--- src/rtl/irq_ctrl.sv ---
// irq_ctrl: synchronized, maskable edge/level interrupt controller driving a registered CPU interrupt request
module irq_ctrl #(
  parameter int NUM_IRQ = 4
) (
  input  logic               clk,
  input  logic               rst,
  input  logic [NUM_IRQ-1:0] irq_in,
  input  logic               sel,
  input  logic               we,
  input  logic [4:0]         addr,
  input  logic [31:0]        wdata,
  output logic [31:0]        rdata,
  output logic               int_out
);
  logic [NUM_IRQ-1:0] s1, s2, s2_d, pending, enable, mode;
  logic [NUM_IRQ-1:0] hw_set, sw_set, clr, pending_next, enable_next, active;
  logic [2:0] word;
  logic       wr;
  logic [3:0] cause_idx;
  logic       unused;
  assign word   = addr[4:2];
  assign wr     = sel & we;
  assign unused = ^{addr[1:0], wdata[31:NUM_IRQ]};
  // Sets take priority over W1C, so a level line still high simply re-sets its bit
  always_comb begin
    hw_set       = (mode & s2 & ~s2_d) | (~mode & s2);
    sw_set       = (wr && word == 3'd4) ? wdata[NUM_IRQ-1:0] : '0;
    clr          = (wr && word == 3'd0) ? wdata[NUM_IRQ-1:0] : '0;
    pending_next = hw_set | sw_set | (pending & ~clr);
    enable_next  = (wr && word == 3'd1) ? wdata[NUM_IRQ-1:0] : enable;
    active       = pending & enable;
    cause_idx    = '0;
    for (int i = NUM_IRQ - 1; i >= 0; i--)
      if (active[i]) cause_idx = 4'(i);
  end
  always_comb
    rdata = !(sel && !we) ? '0 :
            word == 3'd0  ? 32'(pending) :
            word == 3'd1  ? 32'(enable) :
            word == 3'd2  ? 32'(mode) :
            word == 3'd3  ? ((|active) ? {1'b1, 27'd0, cause_idx} : '0) : '0;
  always_ff @(posedge clk)
    if (rst) begin
      s1      <= '0;
      s2      <= '0;
      s2_d    <= '0;
      pending <= '0;
      enable  <= '0;
      mode    <= '0;
      int_out <= 1'b0;
    end else begin
      s1      <= irq_in;
      s2      <= s1;
      s2_d    <= s2;
      pending <= pending_next;
      enable  <= enable_next;
      if (wr && word == 3'd2) mode <= wdata[NUM_IRQ-1:0];
      int_out <= |(pending_next & enable_next);
    end
endmodule

--- config.mk ---
export PLATFORM = sky130hd
export DESIGN_NAME = irq_ctrl
export DESIGN_NICKNAME = d
export VERILOG_FILES = /design/src/rtl/irq_ctrl.sv
export SDC_FILE = /design/constraint.sdc
export NUM_CORES = 1
export LEC_CHECK = 0
export ABC_AREA = 0
export CORE_UTILIZATION = 25
export DETAILED_ROUTE_END_ITERATION = 12
export GPL_TIMING_DRIVEN = 0
export PLACE_DENSITY_LB_ADDON = 0.1
export SLEW_MARGIN = 10
export SYNTH_ARGS = -nofsm -noshare
export SYNTH_HDL_FRONTEND = slang
export SYNTH_SLANG_ARGS = --single-unit
--- constraint.sdc ---
create_clock -name clk -period 1.4 [get_ports clk]
set_input_delay 0.14 -clock clk [delete_from_list [all_inputs] [get_ports clk]]
set_output_delay 0.14 -clock clk [all_outputs]
set_load 0.02 [all_outputs]
==> impl_metrics.yaml <==
timing:
  max_freq_mhz: 551
  setup_viol: 5
  hold_slack_ps: 233
  worst_pin_slew_ps: 503
  rsz0062_at_grt: "true"
  skew_ps: 5.78
  period_minus_slack_ps: 1810
  period_share: 1.30
  max-slew-margin-rel: 0.665
  setup_ws_ps: -415
  final_max_slew_viol_count: 0
  finalHoldViolations: 0
final_layout:
  layout_common_cells: "35 x buf_4, 27 x conb_1, 17 x dfxtp_1"
  layout_commonest_cell: "buf_4"
  area_growth_pct: 35.4
  antennaDiodeCount: 0
  nNetsFinal: 260
  drive_gt1_frac: 0.327
  post-route-util: 0.352
  final_cell_area_sq_um: 1940
  fin_cells: 286
  fillers: 576
route:
  viasPerCell: 3.98
  wl_per_cell_microns: 10.5
  dr.first_iter.drc_count: 62
  ant_nets: 0
  vias: 1139
  wl_microns: 2990
  drc: 0
  dr.pass1.iters: 4
synthesis:
  yosys_most_used_dff: "dfxtp_1"
  yosysWarnings: 0
  synth_seq_cells: 25
  synthCells: 161
  synth_enable_flop_cells: 0
  synth_area_sq_um: 1430
  avgSynthCellArea_sq_um: 8.88
  yosysSeqAreaShare: 0.350
  ys_async_sr_fraction: 0
  synth.distinct_cells: 35
run:
  maxCapViolCount: 0
die:
  dieArea_sq_um: 6030
  core_sq_um: 5510
  die_h_microns: 77.6
  start_util: 0.260
  rows: 27
  die_width_microns: 77.6
  io_pins: 78
clock_tree:
  cts_tree: "yes"
  clk_pin_slew_ps: 100
  clk_latency_ps: 270
  cts_buffers: 3
  htreeDepth: 1
  cts_root_buf: "clkbuf_8"
  cts.sinks: 25
  cts_buffer_depth: 2
worst_setup_path:
  cp-end-kind: "output port"
  worstSetupPathType: "reg -> out"
  path_cells: "nand2_2, a32oi_1, a21oi_1, mux4_2, nor2b_4, buf_6"
  worstSetupStartpointType: "register"
  critPathRequiredTime_ps: 1260
  cp_max_fo: 2
  arrival_ps: 1670
  slowest_stage: "mux4_2"
  critPathMaxStageDelay_ps: 470
global_route:
  antenna_found_initial: 0
  track_usage: 0.103
  overflow: 0
  grt_pass1_wl_microns: 4920
  first_global_vias: 969
  grt_max_degree: 17
placed_design:
  place_congestion: 0.745
  numPortBuffers: 18
  dpl_cell_area_sq_um: 1810
  dp_hpwl_microns: 2300
  place_inst: 277
  dp_slack_ps: -845
power:
  ir_worst_vdd_mv: 0.722
  p_per_area_nw_per_um2: 787
  p_leak_nw: 0.848
outcome:
  outcome: "finished, violations left"
  violations: "setup timing"
worst_hold_path:
  hold_path.class: "in -> reg"
worst max-delay path: cells and delay by family (launching register included):
family                 cells  cell delay (ps)
AO/OA/AOI/OAI              2              250
multiplexers               1              470
buffers and inverters      1              120
flip-flops                 1              360
AND/OR/NAND/NOR            2              200
synth_stat cells (2+ instances only):
cell / instances / area [sq um]
dfxtp_1: 25 / 500
a221oi_2: 2 / 30.0
nor3_1: 3 / 15.0
a22oi_1: 2 / 15.0
clkbuf_1: 4 / 15.0
o22ai_1: 3 / 18.8
nand3_1: 5 / 25.0
a21o_1: 2 / 15.0
a21boi_0: 5 / 37.5
nor2b_1: 17 / 106
o21ai_0: 3 / 15.0
nor2_1: 15 / 56.3
nand2_1: 4 / 15.0
a211oi_1: 2 / 15.0
buf_4: 27 / 203
inv_1: 8 / 30.0
mux4_1: 2 / 52.6
a21oi_1: 10 / 50.1
buf_6: 3 / 33.8
mux2i_1: 4 / 40.0
routing by layer:
metal,global-route usage,vias to the layer above,wire length (microns)
li1,-,605,-
met1,0.137,498,1390
met2,0.167,34,1420
met3,0.0247,2,168
met4,0.0226,0,14
met5,0,-,0
power by group:
part           total, W  internal [W]  switching [W]  leakage, nW
Combinational  0.000319      0.000149       0.000170        0.613
Clock          0.000454      0.000209       0.000245       0.0261
Sequential     0.000752      0.000734      0.0000178        0.209
repair_timing:
action / 4_1_cts / 5_1_grt
hold buffers: 0 / 0
setup endpoints to repair: 11 / 10
setup buffers: 5 / 1
resized for setup: 47 / 7
cloned: 0 / 0
pin swaps: 4 / 4
logic make-up (layout without fill, tap and decap cells):
group,Yosys count,after routing,share of synthesized area
other,1,27,0.00262
muxes,6,6,0.0647
DFF,25,25,0.350
buffers and inverters,42,69,0.197
AOI/OAI and AO/OA,34,34,0.171
and+or+nand+nor,53,53,0.214
sequential cells by signal, summed over array words and instances, names as in the netlist:
name and cells:
enable 4, int_out 1, mode 4, pending 4, s1 4, s2 4
s2_d 4
through the flow:
stage	setup TNS, ps	total power, W
floorplan	0	0.000993
global placement	-7690	0.00107
detailed placement	-7480	0.00107
CTS	-816	0.00154
global route	-1460	0.00162
finish	-934	0.00152
final cells by class:
type	instances	area, sq um	share of cell area
Buffer	33	248	0.128
Clock buffer	3	41.3	0.0213
Clock inverter	1	8.76	0.00452
Inverter	8	30.0	0.0155
Multi-Input combinational cell	120	787	0.406
Sequential cell	25	518	0.267
Tap cell	72	90.1	0.0465
Timing Repair Buffer	24	214	0.110
worst paths after layout:
check,slack [ps],from,cells after the start,endpoint
worst max-delay path,-410,pending[2],6,rdata[0]
worst min-delay path,230,addr[3],3,enable[2]
worst max register to register,50,s2[3],5,int_out
worst min register to register,440,s1[1],1,s2[1]
Power figures use the tool's default switching activity.
